## config.mk

```make
export PLATFORM = sky130hd
export DESIGN_NAME = butterfly_r2_tw
export DESIGN_NICKNAME = d
export VERILOG_FILES = /design/src/rtl/butterfly_pkg.sv /design/src/rtl/butterfly_r2_tw_inv_sqrt2_scale.sv /design/src/rtl/butterfly_r2_tw.sv
export SDC_FILE = /design/constraint.sdc
export NUM_CORES = 1
export LEC_CHECK = 0
export BUFFER_PORTS_ARGS = -buffer_cell sky130_fd_sc_hd__buf_2
export CAP_MARGIN = 30
export CORE_AREA = 2 2 125 127
export DETAILED_ROUTE_END_ITERATION = 12
export DIE_AREA = 0 0 127 129
export PLACE_DENSITY = 0.95
export SYNTH_ARGS = -nofsm -noshare
export SYNTH_HDL_FRONTEND = slang
export SYNTH_SLANG_ARGS = --single-unit
```

## constraint.sdc

```tcl
create_clock -name clk -period 7.2 [get_ports clk]
set_input_delay 1.44 -clock clk [delete_from_list [all_inputs] [get_ports clk]]
set_output_delay 1.44 -clock clk [all_outputs]
set_load 0.02 [all_outputs]
```

## src/rtl/butterfly_pkg.sv

```systemverilog
// Shared constants and the final W-bit reduction for the radix-2 twiddle butterfly.
// Defining BUTTERFLY_SAT_EN makes every reduction saturate instead of wrap.
package butterfly_pkg;

    localparam logic [1:0] TW_ONE   = 2'd0;
    localparam logic [1:0] TW_NEG_J = 2'd1;
    localparam logic [1:0] TW_W8_1  = 2'd2;
    localparam logic [1:0] TW_W8_3  = 2'd3;

    localparam int INV_SQRT2_K  = 181;
    localparam int INV_SQRT2_SH = 8;

    // Result is sign-extended to 32 bits; callers keep the low i_w bits.
    function automatic logic signed [31:0] reduce_w(input logic signed [31:0] i_v, input int i_w);
`ifdef BUTTERFLY_SAT_EN
        logic signed [31:0] r_hi;
        logic signed [31:0] r_lo;
        r_hi = (32'sd1 <<< (i_w - 1)) - 32'sd1;
        r_lo = -(32'sd1 <<< (i_w - 1));
        if (i_v > r_hi)
            return r_hi;
        else if (i_v < r_lo)
            return r_lo;
        else
            return i_v;
`else
        return (i_v <<< (32 - i_w)) >>> (32 - i_w);
`endif
    endfunction

endpackage

```

## src/rtl/butterfly_r2_tw_inv_sqrt2_scale.sv

```systemverilog
// One-cycle registered 1/sqrt2 scaler (181/256, floor) with final W-bit reduction.
// Reduction mode follows BUTTERFLY_SAT_EN through butterfly_pkg::reduce_w.
module inv_sqrt2_scale
    import butterfly_pkg::*;
#(
    parameter int W = 8
) (
    input  logic                clk,
    input  logic                rst,
    input  logic                i_valid,
    input  logic                i_scale,
    input  logic signed [W+1:0] i_val,
    output logic signed [W-1:0] o_q
);

    logic signed [31:0] w_ext;
    logic signed [31:0] w_prod;
    logic signed [31:0] w_q;

    assign w_ext  = 32'(i_val);
    assign w_prod = w_ext * INV_SQRT2_K;
    assign w_q    = i_scale ? (w_prod >>> INV_SQRT2_SH) : w_ext;

    always_ff @(posedge clk or posedge rst) begin
        if (rst)
            o_q <= '0;
        else if (i_valid)
            o_q <= W'(reduce_w(w_q, W));
    end

endmodule

```

## src/rtl/butterfly_r2_tw.sv

```systemverilog
// Three-stage radix-2 butterfly: X = A + B, Y = (A - B) * W with W from {1, -j, W8^1, W8^3}.
// Build with BUTTERFLY_SAT_EN to saturate the final W-bit outputs instead of wrapping.
module butterfly_r2_tw
    import butterfly_pkg::*;
#(
    parameter int N = 3
) (
    input  logic                       clk,
    input  logic                       rst,
    input  logic                       in_valid,
    input  logic [1:0]                 mode,
    input  logic signed [(2**N)-1:0]   a_re,
    input  logic signed [(2**N)-1:0]   a_im,
    input  logic signed [(2**N)-1:0]   b_re,
    input  logic signed [(2**N)-1:0]   b_im,
    output logic                       out_valid,
    output logic signed [(2**N)-1:0]   x_re,
    output logic signed [(2**N)-1:0]   x_im,
    output logic signed [(2**N)-1:0]   y_re,
    output logic signed [(2**N)-1:0]   y_im
);

    localparam int W  = 2**N;
    localparam int WS = W + 1;
    localparam int WP = W + 2;

    logic                  r_v1;
    logic                  r_v2;
    logic [1:0]            r_mode1;
    logic signed [WS-1:0]  r_s1_re;
    logic signed [WS-1:0]  r_s1_im;
    logic signed [WS-1:0]  r_d_re;
    logic signed [WS-1:0]  r_d_im;
    logic signed [WS-1:0]  r_s2_re;
    logic signed [WS-1:0]  r_s2_im;
    logic signed [WP-1:0]  r_p_re;
    logic signed [WP-1:0]  r_p_im;
    logic                  r_scale2;

    logic signed [WS-1:0]  w_s_re;
    logic signed [WS-1:0]  w_s_im;
    logic signed [WS-1:0]  w_d_re;
    logic signed [WS-1:0]  w_d_im;
    logic signed [WP-1:0]  w_dr;
    logic signed [WP-1:0]  w_di;
    logic signed [WP-1:0]  w_p_re;
    logic signed [WP-1:0]  w_p_im;
    logic                  w_scale;

    assign w_s_re = WS'(a_re) + WS'(b_re);
    assign w_s_im = WS'(a_im) + WS'(b_im);
    assign w_d_re = WS'(a_re) - WS'(b_re);
    assign w_d_im = WS'(a_im) - WS'(b_im);

    always_ff @(posedge clk or posedge rst) begin
        if (rst) begin
            r_v1    <= 1'b0;
            r_mode1 <= '0;
            r_s1_re <= '0;
            r_s1_im <= '0;
            r_d_re  <= '0;
            r_d_im  <= '0;
        end else begin
            r_v1 <= in_valid;
            if (in_valid) begin
                r_mode1 <= mode;
                r_s1_re <= w_s_re;
                r_s1_im <= w_s_im;
                r_d_re  <= w_d_re;
                r_d_im  <= w_d_im;
            end
        end
    end

    // W+2 bits leave room for d_re + d_im and for negating the most negative d.
    always_comb begin
        w_dr    = WP'(r_d_re);
        w_di    = WP'(r_d_im);
        w_p_re  = w_dr;
        w_p_im  = w_di;
        w_scale = 1'b0;
        case (r_mode1)
            TW_ONE: begin
                w_p_re = w_dr;
                w_p_im = w_di;
            end
            TW_NEG_J: begin
                w_p_re = w_di;
                w_p_im = -w_dr;
            end
            TW_W8_1: begin
                w_p_re  = w_dr + w_di;
                w_p_im  = w_di - w_dr;
                w_scale = 1'b1;
            end
            TW_W8_3: begin
                w_p_re  = w_di - w_dr;
                w_p_im  = -(w_dr + w_di);
                w_scale = 1'b1;
            end
            default: begin
                w_p_re = w_dr;
                w_p_im = w_di;
            end
        endcase
    end

    always_ff @(posedge clk or posedge rst) begin
        if (rst) begin
            r_v2     <= 1'b0;
            r_p_re   <= '0;
            r_p_im   <= '0;
            r_scale2 <= 1'b0;
            r_s2_re  <= '0;
            r_s2_im  <= '0;
        end else begin
            r_v2 <= r_v1;
            if (r_v1) begin
                r_p_re   <= w_p_re;
                r_p_im   <= w_p_im;
                r_scale2 <= w_scale;
                r_s2_re  <= r_s1_re;
                r_s2_im  <= r_s1_im;
            end
        end
    end

    always_ff @(posedge clk or posedge rst) begin
        if (rst) begin
            out_valid <= 1'b0;
            x_re      <= '0;
            x_im      <= '0;
        end else begin
            out_valid <= r_v2;
            if (r_v2) begin
                x_re <= W'(reduce_w(32'(r_s2_re), W));
                x_im <= W'(reduce_w(32'(r_s2_im), W));
            end
        end
    end

    inv_sqrt2_scale #(.W(W)) u_scale_re (
        .clk     (clk),
        .rst     (rst),
        .i_valid (r_v2),
        .i_scale (r_scale2),
        .i_val   (r_p_re),
        .o_q     (y_re)
    );

    inv_sqrt2_scale #(.W(W)) u_scale_im (
        .clk     (clk),
        .rst     (rst),
        .i_valid (r_v2),
        .i_scale (r_scale2),
        .i_val   (r_p_im),
        .o_q     (y_im)
    );

endmodule

```

==> impl.org, run 1 <==
** Timing
- Worst slew slack as a fraction of its limit :: 0.5295
- The routed design could run at a clock period as short as 4.470 ns.
- In the finished design, the share of the clock period the worst path needs comes to 0.6208.
- Sum of negative setup slack :: 0 ns
- Based on the critical path, the design can be clocked at up to 223.7 MHz.
- For the pin with the worst max-slew slack, the measured transition is 0.6969 ns.
- Setup violations remaining at the end of the flow were counted as 0.
- The total count of hold-check failures in the final report was 0.
- Across the routed clock network, the largest skew measured is 0.007133 ns.
- The final count of pins violating max slew came to 0.
- Setup repair after global routing left no endpoint under its margin.

** Layout
- The filler cells instantiated in the layout total 995.
- In the layout the commonest cells are 162 x inv_1, 134 x ha_1, 105 x dfrtp_1.
- Number of inserted diodes :: 0
- Ratio of cells with drive above 1 in the final layout :: 0.1445
- Most frequent standard cell in the layout excluding fill and tap cells :: inv_1
- For this run, the post-layout net count is 1282.
- Area growth from synthesis to layout :: 8.473%

** Global route
- Across every metal layer, demand over resource in global routing totals 0.2884.
- The via count of the first global-routing pass was 7810.
- The initial antenna violation count was 0.
- Global routing finished with a remaining overflow of 0.
- Maximum number of pins on one net before global-route repair :: 60
- Wire length of the first global-routing pass :: 37.54 mm

** Yosys
- Flip-flop and latch count after synthesis :: 106
- Top flip-flop cell by instance count after synthesis :: dfrtp_1
- Yosys mapped a number of flops with a built-in enable equal to 0.
- Gate count after technology mapping :: 1011
- Counting flops with an async set or reset pin after synthesis yields a share of 1.000.
- Synthesized area per cell :: 9.510 um^2
- During synthesis, Yosys emitted a total of 0 warnings.
- The mapped netlist covers 0.009614 mm^2.
- Number of nets produced by synthesis :: 1232
- Synthesis instantiated 74 different standard cells from the library.
- Of the synthesized area, sequential elements account for 0.2759.

** Critical path
- Largest fanout on the critical path :: 7
- The cell family contributing the most delay on the critical path is adder cells.
- Required time of the critical path :: 7.42 ns
- CP bufs+invs :: 4
- The setup check on the worst reg-to-reg path leaves a slack of 2.73 ns.
- Cells along the critical path :: ha_1 > inv_1 > fa_1 > inv_1 > fa_1 > inv_1 > fa_1 > inv_1 > ha_1 > a21o_1 > a21o_1 > a311oi_1 > o21bai_1 > o31ai_1 > xnor2_1 > o221ai_1
- STA puts the critical path data arrival time at 4.69 ns.
- The endpoint identified for the worst register-to-register timing path is u_scale_re.o_q[7]$_DFFE_PP0P_.
- For the worst flop-to-flop path, the logic depth is 16.
- In this run the number of cells on the critical path is 16.
- In this run the critical register-to-register path is launched from r_p_re[7]$_DFFE_PP0P_.
- The worst setup path is launched from a flop.
- CP dominant cell by count :: inv_1
- Among all stages on the critical path, the largest delay is contributed by fa_1.
- Critical Path Source :: r_p_re[7]$_DFFE_PP0P_
- For this run, the slowest stage of the critical path takes 0.53 ns.
- Setup Crit Path Kind :: flop to flop
- The most critical setup path has its endpoint at u_scale_re.o_q[7]$_DFFE_PP0P_.
- STA classifies the critical path endpoint as a flop.

** Detailed routing
- The routed design has 23.03 mm of wire.
- For this run, design rule violations remaining after detail routing come to 0.
- Via count of the routed design :: 7741
- Average via count per standard cell :: 6.173
- For this block, the initial DRC count from the detailed router was 708.
- Once detail routing completed, the nets flagged for antenna violations numbered 0.
- Routed wirelength normalized by instance count :: 18.37 um
- The pre-antenna-repair detailed-routing pass consisted of 5 iterations.

** Clocking
- Worst-Skew Late Latency :: 0.37 ns
- The number of clock buffers added by TritonCTS is 9.
- Counting along the longest clock path gives a buffer depth of 2.
- After clock tree synthesis, the clock-pin slew on the worst setup and hold paths is 0.07 ns.
- Buffer cell driving the clock tree root :: clkbuf_16
- Number of gates resized after cts :: 0
- Total clock sinks :: 106
- TritonCTS built the clock tree.
- Hold_buf cts :: 0
- In this run the post-CTS setup repair buffer count came out at 0.
- Clock H-tree levels :: 3

** Floorplanning
- Core Footprint :: 0.01498 mm^2
- From bottom edge to top edge, the die measures 129 um.
- Placement row count :: 45
- Die Width :: 127 um
- Effective utilization at floorplan :: 0.6419
- In this run the count of I/O pins placed on the die edge is 70.
- The die covers 0.01638 mm^2.

** Flow run
- Max cap viols :: 0

** Placed design
- The wire-length estimate of the detail-placed layout is 17.41 mm.
- Routability-driven placement finished with a final weighted congestion of 0.9149.
- Port Buffers :: 69

** Worst hold path
- The worst hold path belongs to the class flop to flop.

** Run status
- Result of the run :: complete, no violations
flip-flops by register name, indices dropped and copies added (netlist names), 2 cells and up:
name / flops
x_im: 8
x_re: 8
u_scale_re.o_q: 8
r_mode1: 2
r_s2_re: 8
r_s1_re: 8
r_s2_im: 8
u_scale_im.o_q: 8
r_p_re: 10
r_s1_im: 8
r_p_im: 10
r_d_re: 8
r_d_im: 8
cell type report:
cell class                      instances  area, um^2  area share
Tap cell                              188       235.2     0.02256
Clock buffer                            9       225.2     0.02160
Clock inverter                          7       76.32    0.007319
Timing Repair Buffer                   76       430.4     0.04127
Inverter                              164       618.1     0.05927
Sequential cell                       106        2654      0.2545
Multi-Input combinational cell        704        6190      0.5935
Yosys cell counts, drive strengths merged, types with 4 or more instances:
cell type	instances	area, um^2
nand3	12	60.06
a31oi	6	37.54
or3	10	67.56
a22oi	4	30.03
a21o	8	61.31
clkbuf	26	97.59
a211oi	12	95.09
a21oi	61	309.1
mux2	40	450.4
o211ai	5	42.54
o311ai	4	35.03
a31o	4	35.03
o21bai	9	67.56
inv	163	611.8
nor2b	16	107.6
o31ai	8	65.06
xor2	13	121.4
nand2	29	108.9
a211o	4	35.03
buf	11	58.81
o22a	4	35.03
mux2i	13	130.1
nor2	68	255.2
nor3	14	70.07
o21ai	57	285.3
dfrtp	106	2653
and3	8	50.05
xnor2	40	350.3
ha	134	1677
nand2b	12	82.58
o21a	8	60.06
o22ai	8	50.05
fa	50	1001
worst min path at each step:
stage | start | endpoint | slack (ns) | cells after the start
2_1_floorplan | r_v1$_DFF_PP0_ | r_v2$_DFF_PP0_ | 0.37 | 0
3_3_place_gp | u_scale_re.o_q[1]$_DFFE_PP0P_ | u_scale_re.o_q[1]$_DFFE_PP0P_ | 0.46 | 1
3_5_place_dp | u_scale_re.o_q[1]$_DFFE_PP0P_ | u_scale_re.o_q[1]$_DFFE_PP0P_ | 0.47 | 1
4_1_cts | u_scale_re.o_q[1]$_DFFE_PP0P_ | u_scale_re.o_q[1]$_DFFE_PP0P_ | 0.49 | 1
5_1_grt | r_s1_re[7]$_DFFE_PP0P_ | r_s1_re[7]$_DFFE_PP0P_ | 0.52 | 1
6_report | u_scale_re.o_q[1]$_DFFE_PP0P_ | u_scale_re.o_q[1]$_DFFE_PP0P_ | 0.49 | 1
logic make-up after synthesis:
| logic type | share of synthesized area |
|---|---|
| compound gates | 0.1511 |
| xor+xnor | 0.04906 |
| fa+ha+maj | 0.2785 |
| buf+inv | 0.08030 |
| flops | 0.2759 |
| mux | 0.06741 |
| simple gates | 0.09774 |
through the flow:
step | worst slack (ns) | cell area [um^2] | utilization | hold slack, ns | instances
2_1_floorplan | 2.971 | 9614 | - | 0.3667 | 1011
3_3_place_gp | 2.893 | 10080 | 0.6730 | 0.4590 | 1236
3_5_place_dp | 2.806 | 10110 | 0.6749 | 0.4743 | 1237
4_1_cts | 2.755 | 10410 | 0.6950 | 0.4910 | 1253
5_1_grt | 2.466 | 10430 | 0.6963 | 0.5174 | 1254
6_report | 2.730 | 10430 | 0.6963 | 0.4858 | 1254
layer usage:
metal  vias up  part of all wire  GRT usage
li1       3527                 -          -
met1      3783              0.38     0.3460
met2       351              0.51     0.5108
met3        80             0.064    0.04823
met4         0             0.039     0.1325
met5         -                 0          0
Power of run 1 is left out: the tool's default activity adds up to more than one toggle a clock period on the data nets, which glitch-free logic cannot reach.
==> run 2, diff against run 1 <==
- CORE_AREA: 2 2 125 127 -> 2 2 128 130
- DIE_AREA: 0 0 127 129 -> 0 0 130 132
- PLACE_DENSITY: 0.95 -> 0.92
- clock period: 7.2 -> 4.6 ns (I/O delays scaled with it)
==> impl.org, run 2 (synthesized netlist as in run 1, its figures left out) <==
** Timing
- Final setup violation count :: 0 (unchanged)
- The post-route fraction of the period consumed by the critical path was 0.9631 (+0.3423).
- The final setup skew is 0.01097 ns (+0.003833 ns).
- Sum of negative setup slack :: 0 ns (unchanged)
- The upper clock frequency limit was 225.7 MHz (+0.89%).
- Worst slew slack as a fraction of its limit :: 0.5032 (-0.02636)
- The transition time at the pin with the least slew margin was 0.7359 ns (+0.03904 ns).
- Final period demand of the worst path :: 4.430 ns (-0.03926 ns)
- The total count of hold-check failures in the final report came to 0 (unchanged).
- The final count of pins violating max slew was 0 (unchanged).

** Layout
- The fill cell total of the finished layout was 1108 (+11%).
- The net count of the finished layout came to 1282 (unchanged).
- Registers with the highest flip-flop counts :: r_p_im (10), r_p_re (10)
- The top cell types in the final layout, fill and taps aside, are 162 x inv_1, 134 x ha_1, 104 x dfrtp_1.
- The footprint of the multi-input gates came to 0.006201 mm^2 (+0.18%).
- The fraction of layout cells with a size suffix above 1 is 0.1473 (+0.002814).
- Share of the core filled with cells in the final layout :: 0.6663 (-0.03006)
- The antenna diode count came to 0 (unchanged).
- Leaving out fill and tap cells, the most frequent cell in the layout is inv_1.
- From synthesis to final layout, the design area changed by 8.889%.
- The storage element area is 0.002655 mm^2 (about the same).

** Clocking
- The clock slew seen by the registers of the worst setup and hold paths is 0.07 ns (about the same).
- The number of buffers added to fix hold violations after cts was 0 (unchanged).
- The buffer levels on the longest clock path is 2 (unchanged).
- Worst-Skew Late Latency :: 0.37 ns (about the same)
- Total clock buffers created by CTS :: 9 (unchanged)
- The number of H-tree branching levels was 3 (unchanged).
- CTS placed an instance of clkbuf_16 at the clock tree root.
- Clock tree from TritonCTS :: yes
- The total number of clock tree sinks is 106 (unchanged).

** Global route
- Wire length of the first global-routing pass :: 36.52 mm (-2.7%)
- The maximum number of pins on one net before global-route repair came to 78 (+30%).
- The overall overflow remaining after global route was 0 (unchanged).
- Initial antenna violation count :: 0 (unchanged)
- The via count of the first global-routing pass is 7706 (-1.3%).
- The total routing usage reported by global routing came to 0.2655 (-0.02283).

** Floorplanning
- The core area is 0.01571 mm^2 (+4.9%).
- Floorplan die height :: 132 um (+2.3%)
- Effective utilization at floorplan :: 0.6119 (-0.03006)
- The die extent in x came to 130 um (+2.4%).
- Top Ports :: 70 (unchanged)
- The number of placement rows was 46 (+2.2%).
- The area of the die came to 0.01716 mm^2 (+4.7%).

** Critical path
- Setup crit end kind :: flop
- The required time reported for the critical path endpoint is 4.82 ns (-2.60 ns).
- The largest driver fanout on the critical path was 7 (unchanged).
- The worst setup path is of the flop to flop kind.
- Critical path launch point type :: flop
- In this run the critical register-to-register path is launched from r_p_re[7]$_DFFE_PP0P_.
- CP arrival :: 4.65 ns (-0.04 ns)
- Critical Path Source :: r_p_re[7]$_DFFE_PP0P_

** Placed design
- Port Buffers :: 69 (unchanged)
- The placed wire-length estimate was 16.31 mm (-6.3%).
- The final RePlAce weighted congestion was 0.8977 (-1.9%).

** Flow run
- The number of max-capacitance violations reported was 0 (unchanged).

** Detailed routing
- The number of remaining DRC errors was 0 (unchanged).
- The residual antenna-violating net count after detailed routing came to 0 (unchanged).
- The final wirelength was 21.89 mm (-5.0%).
- The detailed-router iteration count before antenna repair is 5 (unchanged).
- Average via count per standard cell :: 5.909 (-4.3%)
- Via count of the routed design :: 7575 (-2.1%)
- Iteration-0 DRC count of the detailed router :: 528 (-25%)
- Routed wirelength normalized by instance count :: 17.07 um (-7.0%)

** Worst hold path
- The tightest min-delay check is of the flop to flop type.
- Hold Path Origin :: u_scale_re.o_q[1]$_DFFE_PP0P_

** Run status
- Result of the run :: complete, no violations
run 2: cell counts in the layout (fill, tap and decap cells not counted):
Identical to the previous run, type by type.
run 2: final cells by class:
class                   count  area share
clock inverters             7    0.007769
repair buffers             76     0.03992
clock buffers               9     0.02151
multi-input cells         704      0.5923
flip-flops and latches    106      0.2536
well taps                 216     0.02582
inverters                 164     0.05904
run 2: metal layers:
metal,global-route usage,up-vias,routed length (um)
met5,0,-,0
met4,0.1159,0,817
met3,0.04545,80,1181
met2,0.4508,322,10850
met1,0.3306,3625,9040
li1,-,3548,-
run 2: final timing paths:
check | cells past startpoint | endpoint | slack, ns
worst max-delay path | 16 | u_scale_re.o_q[7]$_DFFE_PP0P_ | 0.17
min in group asynchronous | 2 | r_s2_re[0]$_DFFE_PP0P_ | 0.50
worst min-delay path | 1 | u_scale_re.o_q[1]$_DFFE_PP0P_ | 0.48
worst max register to register | 16 | u_scale_re.o_q[7]$_DFFE_PP0P_ | 0.17
max in group asynchronous | 4 | r_p_re[7]$_DFFE_PP0P_ | 3.07
worst min register to register | 1 | u_scale_re.o_q[1]$_DFFE_PP0P_ | 0.48
run 2: critical path, stage by stage, from the launching register on:
cell      delay (ns)
dfrtp_2         0.47
ha_1            0.30
inv_1           0.05
fa_1            0.50
inv_1           0.05
fa_1            0.48
inv_1           0.05
fa_1            0.52
inv_1           0.05
ha_1            0.35
a21o_1          0.21
a21o_1          0.20
a311oi_2        0.32
o21bai_1        0.21
o31ai_2         0.25
xnor2_1         0.15
o221ai_1        0.13
run 2: metrics by stage:
step                      cells  hold slack [ns]  instance area, um^2  setup slack (ns)
final                      1282           0.4799                10470            0.1697
after global routing       1282           0.5150                10470          -0.01347
after CTS                  1281           0.4879                10430            0.1484
after detailed placement   1265           0.4713                10120            0.1730
after global placement     1265           0.4571                10120            0.2964
after floorplan            1011           0.3667                 9614            0.4656
run 2: repair_timing:
action / in CTS / in global routing
gates resized for setup: 0 / 3
endpoints found under the setup margin: 0 / 1
buffers inserted: 0 / 0
Power of run 2 is left out for the same reason.
==> run 3, diff against run 2 <==
--- a/config.mk
+++ b/config.mk
@@ -7,3 +7,3 @@
 export LEC_CHECK = 0
-export BUFFER_PORTS_ARGS = -buffer_cell sky130_fd_sc_hd__buf_2
+export BUFFER_PORTS_ARGS = -buffer_cell sky130_fd_sc_hd__buf_4
 export CAP_MARGIN = 30
==> constraint.sdc (replaced) <==
create_clock -name clk -period 4.6 [get_ports clk]
set_input_delay 0.46 -clock clk [delete_from_list [all_inputs] [get_ports clk]]
set_output_delay 0.46 -clock clk [all_outputs]
set_load 0.02 [all_outputs]
==> impl.org, run 3 (synthesized netlist as in run 1, its figures left out) <==
** Timing
- Worst slew slack as a fraction of its limit :: 0.4112 (-0.09202)
- Sum of negative setup slack :: 0 ns (unchanged)
- The upper clock frequency limit was 229.3 MHz (+1.6%).
- RSZ-0062 raised after global routing :: no
- Number of endpoints with negative hold slack in the final report :: 0 (unchanged)
- Number of pins exceeding their max-slew limit in the final report :: 0 (unchanged)
- Final period demand of the worst path :: 4.362 ns (-0.06867 ns)
- Slew at the pin closest to its max-slew limit :: 0.8833 ns (+0.1474 ns)
- The post-route fraction of the period consumed by the critical path is 0.9482 (-0.01493).
- The final-report setup violation count was 0 (unchanged).
- Final clock skew :: 0.01019 ns (-0.0007722 ns)

** Layout
- Most used cells in the layout excluding fill and tap cells :: 162 x inv_1, 134 x ha_1, 105 x dfrtp_1
- Ratio of cells with drive above 1 in the final layout :: 0.1455 (-0.001740)
- Footprint of the multi-input gates :: 0.006201 mm^2 (unchanged)
- The net count of the finished layout is 1281 (-0.078%).
- The largest registers in the layout are r_p_im (10), r_p_re (10).
- Share of the core filled with cells in the final layout :: 0.6747 (+0.008440)
- Relative to the synthesized area, the layout overhead comes to 10.27%.
- The antenna diode count came to 0 (unchanged).
- The fill cell total of the finished layout is 1124 (+1.4%).
- The final cell count without fillers was 1281 (-0.078%).
- Final instance area :: 0.01060 mm^2 (+1.3%)
- Sequential cell area :: 0.002654 mm^2 (about the same)
- The library cell used most frequently in the layout, excluding fill and tap cells, is inv_1.

** Placed design
- The placed wire-length estimate is 16.74 mm (+2.6%).
- The number of buffers added on ports is 69 (unchanged).
- Count of placed standard cells including taps :: 1265 (unchanged)
- Gpl congestion :: 0.9078 (+1.1%)
- Total placed instance area :: 0.01029 mm^2 (+1.7%)

** Floorplanning
- The core area was 0.01571 mm^2 (unchanged).
- The area of the die came to 0.01716 mm^2 (unchanged).
- Die Width :: 130 um (unchanged)
- Effective utilization at floorplan :: 0.6119 (unchanged)
- The die boundary height came to 132 um (unchanged).
- The boundary pin count is 70 (unchanged).
- The number of placement rows was 46 (unchanged).

** Clocking
- Post-CTS setup-driven buffer insertion count :: 0 (unchanged)
- The buffer levels on the longest clock path is 2 (unchanged).
- Worst-Skew Late Latency :: 0.37 ns (about the same)
- Clock H-tree levels :: 3 (unchanged)
- CTS placed an instance of clkbuf_16 at the clock tree root.
- The total number of clock tree sinks came to 106 (unchanged).
- TritonCTS built the clock tree.
- Clock transition time at the flip-flop clock pins of the worst setup and hold paths :: 0.08 ns (about the same)
- The total clock buffers created by CTS was 9 (unchanged).

** Critical path
- The worst setup path is of the flop to flop kind.
- Required time of the critical path :: 4.82 ns (about the same)
- Endpoint of the lowest-slack register-to-register path :: u_scale_re.o_q[7]$_DFFE_PP0P_
- In this run the worst setup path begins at r_p_re[9]$_DFFE_PP0P_.
- Critical path launch point type :: flop
- The worst setup path is captured at a flop.
- Worst R2R Path Depth :: 16 (unchanged)
- Largest fanout on the critical path :: 6 (-1)
- The startpoint identified for the worst register-to-register timing path is r_p_re[9]$_DFFE_PP0P_.
- Register-to-register path setup slack :: 0.24 ns (+0.07 ns)
- The data arrival time of the worst path was 4.58 ns (-0.07 ns).

** Global route
- Wire length of the first global-routing pass :: 36.38 mm (-0.40%)
- The maximum number of pins on one net before global-route repair is 75 (-3.8%).
- The via count of the first global-routing pass came to 7752 (+0.60%).
- The total routing usage reported by global routing was 0.2647 (-0.0008474).
- The initial antenna violation count is 0 (unchanged).
- The overall overflow remaining after global route came to 0 (unchanged).

** Detailed routing
- The residual antenna-violating net count after detailed routing came to 0 (unchanged).
- The number of remaining DRC errors was 0 (unchanged).
- The total number of vias was 7494 (-1.1%).
- The final wirelength was 21.65 mm (-1.1%).
- Average via count per standard cell :: 5.850 (-0.99%)
- The detailed-route wire length per cell is 16.90 um (-1.0%).
- The detailed-router iteration count before antenna repair was 5 (unchanged).
- The DRC violation total after the first TritonRoute iteration was 516 (-2.3%).

** Worst hold path
- In this run the worst hold path is classified as primary input to async pin.

** Flow run
- The number of max-capacitance violations reported is 0 (unchanged).

** Run status
- Result of the run :: complete, no violations
run 3: cell types whose count changed in the layout (fill, tap and decap cells not counted):
| cell | before | now |
|---|---|---|
| buf_2 | 69 | 0 |
| buf_4 | 6 | 75 |
| buf_16 | 1 | 0 |
| clkinv_8 | 1 | 0 |
| clkinvlp_4 | 0 | 1 |
| dfrtp_1 | 104 | 105 |
| dfrtp_2 | 2 | 1 |
| inv_6 | 3 | 4 |
| inv_8 | 2 | 1 |
run 3: layout make-up:
type | instances | share of cell area
multi-input combinational | 704 | 0.5849
sequential | 106 | 0.2503
inverter | 164 | 0.05830
timing repair buffer | 75 | 0.05311
tap | 216 | 0.02549
clock buffer | 9 | 0.02124
clock inverter | 7 | 0.006609
run 3: worst max path at each step:
stage | cells after the start | endpoint
floorplan | 16 | u_scale_re.o_q[7]$_DFFE_PP0P_
global placement | 16 | u_scale_re.o_q[7]$_DFFE_PP0P_
detailed placement | 16 | u_scale_re.o_q[7]$_DFFE_PP0P_
CTS | 16 | u_scale_re.o_q[7]$_DFFE_PP0P_
global route | 16 | u_scale_re.o_q[7]$_DFFE_PP0P_
finish | 16 | u_scale_re.o_q[7]$_DFFE_PP0P_
run 3: metal layers:
layer  part of all wire  routed length (um)  GRT usage  vias up
li1                   -                   -          -     3542
met1               0.41                8924     0.3283     3643
met2               0.50               10840     0.4474      251
met3              0.054                1171    0.05276       58
met4              0.033                 716     0.1111        0
met5                  0                   0          0        -
run 3: critical path, stage by stage (launching register included):
cell,delay [ns]
dfrtp_1,0.46
ha_1,0.31
inv_1,0.05
fa_1,0.50
inv_1,0.05
fa_1,0.48
inv_1,0.06
fa_1,0.53
inv_1,0.04
ha_1,0.36
a21o_1,0.22
a21o_1,0.20
a311oi_2,0.26
o21bai_1,0.18
o31ai_2,0.23
xnor2_1,0.15
o221ai_1,0.14
run 3: timing repair:
item | in CTS | in global routing
hold buffers | 0 | 0
endpoints found under the setup margin | 0 | 1
resized for setup | 0 | 2
run 3: stage by stage:
step                setup slack, ns  hold slack (ns)
detailed placement           0.2027           0.4756
global placement             0.3237           0.4650
finish                       0.2384           0.2715
CTS                          0.1956           0.3191
floorplan                    0.4656           0.3667
global route                0.01715           0.3271
Power of run 3 is left out for the same reason.
